## src/rtl/wide_add_pkg.sv

```systemverilog
// Shared types and constants for the time-multiplexed wide adder.
package wide_add_pkg;

    localparam int unsigned SLICE_W = 16;

    typedef enum logic [1:0] {
        IDLE = 2'd0,
        RUN  = 2'd1,
        DONE = 2'd2
    } state_e;

    // Slice index width; never below one bit.
    function automatic int unsigned idx_w(input int unsigned slices);
        return (slices > 1) ? $clog2(slices) : 1;
    endfunction

endpackage

```

## src/rtl/wide_add_sequencer_if.sv

```systemverilog
// Operand/result handshake bundle for wide_add_sequencer.
interface wide_add_sequencer_if #(
    parameter int unsigned SLICES = 4
);
    localparam int unsigned W = wide_add_pkg::SLICE_W * SLICES;

    logic         in_valid;
    logic         in_ready;
    logic [W-1:0] in_a;
    logic [W-1:0] in_b;
    logic         in_cin;
    logic         in_sub;
    logic         out_valid;
    logic         out_ready;
    logic [W-1:0] out_sum;
    logic         out_cout;
    logic         out_ovf;

    // master: operand producer / result consumer side
    modport master (
        output in_valid, in_a, in_b, in_cin, in_sub, out_ready,
        input  in_ready, out_valid, out_sum, out_cout, out_ovf
    );

    // slave: the sequencer
    modport slave (
        input  in_valid, in_a, in_b, in_cin, in_sub, out_ready,
        output in_ready, out_valid, out_sum, out_cout, out_ovf
    );

endinterface

```

## src/rtl/wide_add_sequencer_cba.sv

```systemverilog
// 16-bit carry-bypass adder: 4-bit ripple blocks whose carry skips a fully propagating block.
module top_carry_bypass_adder (
    input  logic [15:0] a,
    input  logic [15:0] b,
    input  logic        cin,
    output logic [15:0] sum,
    output logic        cout
);
    localparam int unsigned BLK_W = 4;
    localparam int unsigned N_BLK = 16 / BLK_W;

    always_comb begin
        logic c_blk;
        logic c_rip;
        logic prop;
        sum   = '0;
        c_blk = cin;
        c_rip = 1'b0;
        prop  = 1'b0;
        for (int blk = 0; blk < N_BLK; blk++) begin
            prop  = &(a[blk*BLK_W +: BLK_W] ^ b[blk*BLK_W +: BLK_W]);
            c_rip = c_blk;
            for (int i = 0; i < BLK_W; i++) begin
                sum[blk*BLK_W + i] = a[blk*BLK_W + i] ^ b[blk*BLK_W + i] ^ c_rip;
                c_rip = (a[blk*BLK_W + i] & b[blk*BLK_W + i]) |
                        (c_rip & (a[blk*BLK_W + i] ^ b[blk*BLK_W + i]));
            end
            // A fully propagating block passes its carry-in straight through.
            c_blk = prop ? c_blk : c_rip;
        end
        cout = c_blk;
    end

endmodule

```

## src/rtl/wide_add_sequencer.sv

```systemverilog
// W-bit add/subtract computed one 16-bit slice per cycle on a single shared adder.
module wide_add_sequencer
    import wide_add_pkg::*;
#(
    parameter int unsigned SLICES = 4
) (
    input  logic                 clk,
    input  logic                 rst_n,
    wide_add_sequencer_if.slave  bus
);
    localparam int unsigned W     = SLICE_W * SLICES;
    localparam int unsigned IDX_W = idx_w(SLICES);

    state_e             state_q,     state_d;
    logic [W-1:0]       a_q,         a_d;
    logic [W-1:0]       b_q,         b_d;
    logic [W-1:0]       sum_q,       sum_d;
    logic               carry_q,     carry_d;
    logic [IDX_W-1:0]   idx_q,       idx_d;
    logic               in_ready_q,  in_ready_d;
    logic               out_valid_q, out_valid_d;
    logic               cout_q,      cout_d;
    logic               ovf_q,       ovf_d;

    logic [SLICE_W-1:0] add_a_c;
    logic [SLICE_W-1:0] add_b_c;
    logic [SLICE_W-1:0] add_sum_c;
    logic               add_cout_c;
    logic               last_c;

    // Slice operand muxes feeding the shared adder.
    assign add_a_c = a_q[SLICE_W * 32'(idx_q) +: SLICE_W];
    assign add_b_c = b_q[SLICE_W * 32'(idx_q) +: SLICE_W];
    assign last_c  = (idx_q == IDX_W'(SLICES - 1));

    top_carry_bypass_adder u_adder (
        .a    (add_a_c),
        .b    (add_b_c),
        .cin  (carry_q),
        .sum  (add_sum_c),
        .cout (add_cout_c)
    );

    // Next-state and next-register logic.
    always_comb begin
        state_d   = state_q;
        a_d       = a_q;
        b_d       = b_q;
        sum_d     = sum_q;
        carry_d   = carry_q;
        idx_d     = idx_q;
        cout_d    = cout_q;
        ovf_d     = ovf_q;

        case (state_q)
            IDLE: begin
                if (bus.in_valid && in_ready_q) begin
                    a_d     = bus.in_a;
                    b_d     = bus.in_sub ? ~bus.in_b : bus.in_b;
                    carry_d = bus.in_sub ? 1'b1 : bus.in_cin;
                    idx_d   = '0;
                    state_d = RUN;
                end
            end
            RUN: begin
                sum_d[SLICE_W * 32'(idx_q) +: SLICE_W] = add_sum_c;
                carry_d = add_cout_c;
                idx_d   = idx_q + IDX_W'(1);
                if (last_c) begin
                    idx_d   = '0;
                    cout_d  = add_cout_c;
                    // Like-signed operands whose result sign flips overflowed.
                    ovf_d   = (a_q[W-1] == b_q[W-1]) && (add_sum_c[SLICE_W-1] != a_q[W-1]);
                    state_d = DONE;
                end
            end
            DONE: begin
                if (bus.out_ready) begin
                    state_d = IDLE;
                end
            end
            default: begin
                state_d = IDLE;
            end
        endcase

        in_ready_d  = (state_d == IDLE);
        out_valid_d = (state_d == DONE);
    end

    // State and datapath registers.
    always_ff @(posedge clk or negedge rst_n) begin
        if (!rst_n) begin
            state_q     <= IDLE;
            a_q         <= '0;
            b_q         <= '0;
            sum_q       <= '0;
            carry_q     <= 1'b0;
            idx_q       <= '0;
            in_ready_q  <= 1'b1;
            out_valid_q <= 1'b0;
            cout_q      <= 1'b0;
            ovf_q       <= 1'b0;
        end else begin
            state_q     <= state_d;
            a_q         <= a_d;
            b_q         <= b_d;
            sum_q       <= sum_d;
            carry_q     <= carry_d;
            idx_q       <= idx_d;
            in_ready_q  <= in_ready_d;
            out_valid_q <= out_valid_d;
            cout_q      <= cout_d;
            ovf_q       <= ovf_d;
        end
    end

    assign bus.in_ready  = in_ready_q;
    assign bus.out_valid = out_valid_q;
    assign bus.out_sum   = sum_q;
    assign bus.out_cout  = cout_q;
    assign bus.out_ovf   = ovf_q;

endmodule

```

## src/flat_wrapper.sv

```systemverilog
// flat-port wrapper written by rule: the top's interface ports become plain ports
module wide_add_sequencer_flat import wide_add_pkg::*;
#(
    parameter int unsigned SLICES = 4
)
  (clk, rst_n, bus_in_valid, bus_in_a, bus_in_b, bus_in_cin, bus_in_sub, bus_out_ready, bus_in_ready, bus_out_valid, bus_out_sum, bus_out_cout, bus_out_ovf);
  wide_add_sequencer_if #(.SLICES(SLICES)) bus_i ();
  input  logic clk;
  input  logic rst_n;
  input wire logic [$bits(bus_i.in_valid)-1:0] bus_in_valid;
  input wire logic [$bits(bus_i.in_a)-1:0] bus_in_a;
  input wire logic [$bits(bus_i.in_b)-1:0] bus_in_b;
  input wire logic [$bits(bus_i.in_cin)-1:0] bus_in_cin;
  input wire logic [$bits(bus_i.in_sub)-1:0] bus_in_sub;
  input wire logic [$bits(bus_i.out_ready)-1:0] bus_out_ready;
  output wire logic [$bits(bus_i.in_ready)-1:0] bus_in_ready;
  output wire logic [$bits(bus_i.out_valid)-1:0] bus_out_valid;
  output wire logic [$bits(bus_i.out_sum)-1:0] bus_out_sum;
  output wire logic [$bits(bus_i.out_cout)-1:0] bus_out_cout;
  output wire logic [$bits(bus_i.out_ovf)-1:0] bus_out_ovf;
  assign bus_i.in_valid = bus_in_valid;
  assign bus_i.in_a = bus_in_a;
  assign bus_i.in_b = bus_in_b;
  assign bus_i.in_cin = bus_in_cin;
  assign bus_i.in_sub = bus_in_sub;
  assign bus_i.out_ready = bus_out_ready;
  assign bus_in_ready = bus_i.in_ready;
  assign bus_out_valid = bus_i.out_valid;
  assign bus_out_sum = bus_i.out_sum;
  assign bus_out_cout = bus_i.out_cout;
  assign bus_out_ovf = bus_i.out_ovf;
  wide_add_sequencer #(.SLICES(SLICES)) u_core (.clk(clk), .rst_n(rst_n), .bus(bus_i));
endmodule
```

## config.mk

```make
export PLATFORM = sky130hd
export DESIGN_NAME = wide_add_sequencer_flat
export DESIGN_NICKNAME = d
export VERILOG_FILES = /design/src/rtl/wide_add_pkg.sv /design/src/rtl/wide_add_sequencer_if.sv /design/src/rtl/wide_add_sequencer_cba.sv /design/src/rtl/wide_add_sequencer.sv /design/src/flat_wrapper.sv
export SDC_FILE = /design/constraint.sdc
export NUM_CORES = 1
export LEC_CHECK = 0
export BUFFER_PORTS_ARGS = -buffer_cell sky130_fd_sc_hd__buf_2
export CAP_MARGIN = 40
export CORE_MARGIN = 2
export CORE_UTILIZATION = 39
export CTS_BUF_LIST = sky130_fd_sc_hd__clkbuf_2
export DETAILED_ROUTE_END_ITERATION = 16
export PLACE_DENSITY = 0.71
export SLEW_MARGIN = 5
export SYNTH_ARGS = -nofsm -noshare
export SYNTH_HDL_FRONTEND = slang
export SYNTH_SLANG_ARGS = --single-unit
```

## constraint.sdc

```tcl
create_clock -name clk -period 18.9 [get_ports clk]
set_clock_uncertainty 0.2 [all_clocks]
set_input_delay 1.89 -clock clk [delete_from_list [all_inputs] [get_ports clk]]
set_output_delay 1.89 -clock clk [all_outputs]
set_load 0.01 [all_outputs]
```

# After elaboration in Yosys (flattened, before gate mapping)
# Cells that the tools add are included.
# word_totals
wordCells,136
regBits,201
out_inout_bits,68
input_bits,134
# op_classes
n_eq_ne,7
n_mux,16
n_reduce_logical,12
bitwise_logic,85
shifts,4
n_addsub,2
# op_table
op,count
64-bit by 7-bit indexed part select with 16-bit output,2
64-bit bitwise mux,1
64-bit 2-to-1 mux,1
64-bit inverter,1
16-bit by 34-bit variable shift with 64-bit output (first input constant),1
16-bit by 34-bit indexed part select with 64-bit output,1
6-bit negation with 34-bit output,1
1-bit AND,32
1-bit bitwise XOR,32
1-bit bitwise OR,16
4-bit AND reduction,4
4-bit bitwise XOR,4
2-bit 2-to-1 mux,5
2-bit == test (second input constant),3
1-bit 2-to-1 mux,6
2-bit case mux with 3 select lines,1
2-bit AND reduction,3
2-bit zero test,2
2-bit case mux with 2 select lines,1
2-bit by 1-bit adder with 2-bit output (second input constant),1
2-bit by 1-bit == test with 1-bit output (second input constant),1
1-bit logical AND,2
2-bit by 1-bit != test with 1-bit output (second input constant),1
1-bit case mux with 2 select lines,1
3 further kinds,3

# Longest topological paths before layout
# logic_depth
word_depth,39
mapped_depth,33
depth_no_buf,31

# Cells and area by module
# A second synthesis with hierarchy kept.
# unflattened
hier_cells,842
area_unflattened_um2,9521.6
# modules_own_cells
mod,n_inst,area_each_um2,seq_area_each_um2,cells_per_inst
wide_add_sequencer,1,8848.5,5031.1,779
top_carry_bypass_adder,1,673.1,0.0,63

# Least setup slack after synthesis
# No wires, ideal clock.
# synth_path
path_kind,flip-flop to flip-flop
from,reg u_core.idx_q[0]
to,reg u_core.ovf_q (netlist: u_core.bus.out_ovf)
required_time_ns,18.617
setup_slack_ns,10.776
period_less_slack_ns,8.124
t_arrival_ns,7.842
setup_ns,0.083
stages_incl_launch_ff,34
n_path_buf,2
path_cell_list,dfrtp_1 > buf_2 > buf_2 > mux4_2 > inv_1 > fa_1 > fa_1 > fa_1 > fa_1 > mux2_2 > fa_1 > fa_1 > fa_1 > inv_1 > fa_1 > nand2_1 > o21ai_0 > fa_1 > inv_1 > fa_1 > fa_1 > fa_1 > nand2_1 > nand2_1 > fa_1 > inv_1 > fa_1 > inv_1 > fa_1 > inv_1 > fa_1 > nor2_1 > a21oi_1 > o21ai_0
# synth_between
elab_chain_len,38
elab_cells_between_ends,77
classes_between,2 x eq/ne; 2 x shift; 3 x mux; 65 x bitwise; 5 x reduce/logical
# synth_lines
item,line_no,text
"start, declared",wide_add_sequencer.sv:19,"logic [IDX_W-1:0] idx_q, idx_d;"
"start signal, assigned",wide_add_sequencer.sv:110,idx_q <= idx_d;
"64-bit by 7-bit indexed part select with 16-bit output, on equally long branches","wide_add_sequencer.sv:32, wide_add_sequencer.sv:33",
1-bit bitwise XOR,wide_add_sequencer_cba.sv:26,(c_rip & (a[blk*BLK_W + i] ^ b[blk*BLK_W + i]));
1-bit AND,wide_add_sequencer_cba.sv:26,
1-bit bitwise OR,wide_add_sequencer_cba.sv:25,c_rip = (a[blk*BLK_W + i] & b[blk*BLK_W + i]) |
1-bit AND,wide_add_sequencer_cba.sv:26,
1-bit bitwise OR,wide_add_sequencer_cba.sv:25,
1-bit AND,wide_add_sequencer_cba.sv:26,
1-bit bitwise OR,wide_add_sequencer_cba.sv:25,
(+22 left out),--,
1-bit bitwise OR,wide_add_sequencer_cba.sv:25,
1-bit AND,wide_add_sequencer_cba.sv:26,
1-bit bitwise OR,wide_add_sequencer_cba.sv:25,
1-bit AND,wide_add_sequencer_cba.sv:26,
1-bit bitwise OR,wide_add_sequencer_cba.sv:25,
1-bit bitwise XOR,wide_add_sequencer_cba.sv:24,sum[blk*BLK_W + i] = a[blk*BLK_W + i] ^ b[blk*BLK_W + i] ^ c_rip;
1-bit != test,wide_add_sequencer.sv:73,ovf_d = (a_q[W-1] == b_q[W-1]) && (add_sum_c[SLICE_W-1] != a_q[W-1]);
1-bit logical AND,wide_add_sequencer.sv:73,
"end signal, assigned",wide_add_sequencer.sv:114,ovf_q <= ovf_d;
"end, declared",wide_add_sequencer.sv:23,"logic ovf_q, ovf_d;"
# Parallel ways exist; a longest one is shown, timed or not.
# A chain may end at the register's enable or synchronous reset.

# Worst setup path in the final report
# Ends and elaborated chain as after synthesis.

==> run summary <==
=======================================================================================
Run status                                                                 finished, final reports clean
Adder-cell area share of the yosys netlist                                        6.29%
LEAKAGE                                                                         5.73 nW
Part of the power in combinational logic                                          49.7%
Full die area                                                                 25500 µm²
Power density of the placed cells                                            175 nW/µm²
Area share of xor/xnor cells in the synthesized design                            5.92%
Wirelength, routed                                                              24.0 mm
Highest-count cells in the layout ignoring fill and taps                   314 x sky130_fd_sc_hd__nand2_1, 199 x sky130_fd_sc_hd__buf_2, 198 x sky130_fd_sc_hd__dfrtp_1, 100 x sky130_fd_sc_hd__o21ai_0, 71 x sky130_fd_sc_hd__clkbuf_2
Part of the total power dissipated in sequential elements                         36.6%
Leading cell type in the layout, fill and taps excluded                    sky130_fd_sc_hd__nand2_1
Netlist area before placement                                                  9470 µm²
Worst Hold Margin                                                                279 ps
Cell with the most instances on the worst path                             sky130_fd_sc_hd__fa_1
Placeable core area                                                           24100 µm²
Multiplexer share of the synthesized area                                         7.73%
Share of the core filled with cells in the final layout                           46.4%
Overflow after GRT                                                                    0
Largest family of logic cells by synthesized area                          simple AND/OR/NAND/NOR gates
Hold bufs inserted after CTS                                                          0
Number of nets with antenna violations after detailed routing                         0
Via total after detailed routing                                                   7020
Sequential fraction of the synthesis area                                         53.1%
Worst relative slew slack                                                         47.0%
Ratio of routed vias to standard cells                                             4.77
Worst-path clk slew                                                              110 ps
Global placement routability congestion                                           0.776
Total negative setup slack                                                         0 ps
Pin count of the biggest net entering global routing                                 88
Postcts setup bufs                                                                    0
DRC viols                                                                             0
Clk network pwr share                                                             13.7%
Non-filler instance count after layout                                             1473
I/O pin count                                                                       202
# setup viols final                                                                   0
Total count of max-transition violations in the final report                          0
First drt pass iteration count                                                        4
Endpoint type of the worst setup path                                          register
Gate Count Post-Synth                                                               905
P&R area growth vs syn                                                            18.1%
Class of the tightest hold or removal check                                  reg -> reg
Buffer depth of the longest clock path                                                3
CTS H-tree depth                                                                      2
Total Routing Usage GR                                                            19.2%
Largest incremental delay on the critical path                                   840 ps
Final cycle utilization of the critical path                                      45.7%
Flop and latch count out of synthesis                                               201
Count of unique library cells instantiated by Yosys                                  34
Post-DP HPWL                                                                    17.7 mm
Die boundary height                                                              160 µm
Area fraction in and, or, nand and nor cells after synthesis                      14.3%
Post-Syn Nets                                                                      1077
Number of global-route vias before repair                                          7201
Number of clock sinks                                                               201
Syn avg cell area                                                              10.5 µm²
Max FO, Critical Path                                                                21
Number of violations reported at the end of detailed-routing iteration 0            438
Critical path class                                                          reg -> reg
Achievable Freq                                                                 116 MHz
Die Span X                                                                       160 µm
Placed Instances                                                                   1386
Worst-skew pair later-pin latency                                                790 ps
Sw Ratio                                                                          44.4%
Slew @ Worst Pin                                                                 787 ps
First-pass GRT wire length                                                      38.7 mm
Standard-cell row count                                                              57
Worst vdd ir                                                                    93.0 µV
Highest-delay cell along the critical path                                 sky130_fd_sc_hd__dfrtp_2
Detailed-route wire length per cell                                             16.3 µm
Number of warnings issued by yosys                                                    0
Layout cells sized above 1                                                        29.4%
Antenna violations before repair                                                      1
Count of maximum capacitance violations                                               0
Buffer type at the clock tree root                                         sky130_fd_sc_hd__clkbuf_2
Post-layout min period                                                          8630 ps
CTS resizes                                                                           0
P_sw                                                                             869 µW
CP required                                                                    19380 ps
Number of nets in the layout                                                       1288
Total count of hold-check failures in the final report                                0
Setup crit start kind                                                          register
Worst path arrival time                                                         9120 ps
Internal power of the cells                                                     1.09 mW
TritonCTS clock tree                                                               done
Number of clock buffers inserted by TritonCTS                                        52
Starting density of the core                                                      39.3%
Port Buffer Count                                                                   201
Area fraction in compound gates after synthesis                                   8.82%
Setup repair after global routing missed its margin                                  no
=======================================================================================
## logic make-up after synthesis
kind of cell    after synthesis
flops                       201
mux                          33
buf+inv                      84
compound gates              144
xor+xnor                     64
fa+ha+maj                    38
simple gates                341
## cell usage after synthesis, drive strengths merged
library cell | count | area, µm²
nand2 | 317 | 1210
dfrtp | 200 | 5000
o21ai | 120 | 638
xnor2 | 64 | 561
buf | 32 | 165
inv | 32 | 120
mux4 | 32 | 721
ha | 22 | 275
clkbuf | 20 | 75.1
a22o | 16 | 140
fa | 16 | 320
nand4 | 5 | 31.3
nor2 | 5 | 18.8
a21oi | 3 | 15.0
nor3 | 3 | 15.0
nand2b | 2 | 12.5
nand3 | 2 | 10.0
o31ai | 2 | 15.0
or3 | 2 | 12.5
a211o | 1 | 8.76
a22oi | 1 | 7.51
and3 | 1 | 6.26
dfstp | 1 | 26.3
mux2 | 1 | 11.3
nor2b | 1 | 8.76
nor4 | 1 | 6.26
o211a | 1 | 10.0
or2b | 1 | 7.51
or4 | 1 | 11.3
## final timing paths
check / slack (ps) / from / to / cells past startpoint
setup / recovery: 10270 / u_core.idx_q[0] / u_core.bus.out_ovf / 31
hold / removal: 280 / u_core.a_q[38] / u_core.a_q[38] / 2
setup reg to reg: 10270 / u_core.idx_q[0] / u_core.bus.out_ovf / 31
hold reg to reg: 280 / u_core.a_q[38] / u_core.a_q[38] / 2
max in group asynchronous: 16220 / rst_n / u_core.bus.out_sum[44] / 2
min in group asynchronous: 960 / rst_n / u_core.bus.out_sum[2] / 1
## layer usage
metal | GRT usage (%) | wire, µm
met1 | 26.0 | 10400
met4 | 6.14 | 577
met5 | 0 | 0
met2 | 31.6 | 11600
met3 | 3.66 | 1380
## per-stage QoR
step / power [mW] / cell area (µm²) / setup slack, ps
2_1_floorplan: 1.36 / 9470 / 10780
3_3_place_gp: 1.67 / 10700 / 10510
3_5_place_dp: 1.71 / 10800 / 10280
4_1_cts: 1.98 / 11200 / 10210
5_1_grt: 2.13 / 11200 / 9700
6_report: 1.96 / 11200 / 10270
## cell type report
| type | instances | area [µm²] |
|---|---|---|
| Fill cell | 2382 | 12900 |
| Sequential cell | 201 | 5030 |
| Multi-Input combinational cell | 620 | 4090 |
| Timing Repair Buffer | 209 | 1120 |
| Tap cell | 324 | 405 |
| Clock buffer | 71 | 355 |
| Inverter | 32 | 120 |
| Clock inverter | 15 | 58.8 |
| Antenna cell | 1 | 2.50 |
## sequential cells by signal, indices dropped and copies added, names as in the netlist
name / flops
u_core.a_q: 64
u_core.bus.out_ovf: 1
u_core.bus.in_ready: 1
u_core.carry_q: 1
u_core.idx_q: 2
u_core.bus.out_valid: 1
u_core.bus.out_sum: 64
u_core.bus.out_cout: 1
u_core.b_q: 64
u_core.state_q: 2
## power by group through the flow
stage	clock [mW]	combinational, mW	sequential, mW
global placement	0	0.950	0.717
CTS	0.279	0.987	0.717
floorplan	0	0.659	0.698
detailed placement	0	0.985	0.725
global route	0.301	1.09	0.741
finish	0.268	0.974	0.717
## worst max-delay path, delay by kind of cell, from the launching register on
family	cells	cell delay (ps)
buffers and inverters	6	390
adder cells (fa/ha/maj)	16	5760
multiplexers	2	690
AO/OA/AOI/OAI	3	290
AND/OR/NAND/NOR	4	340
flip-flops	1	840
Power figures use the tool's default switching activity.
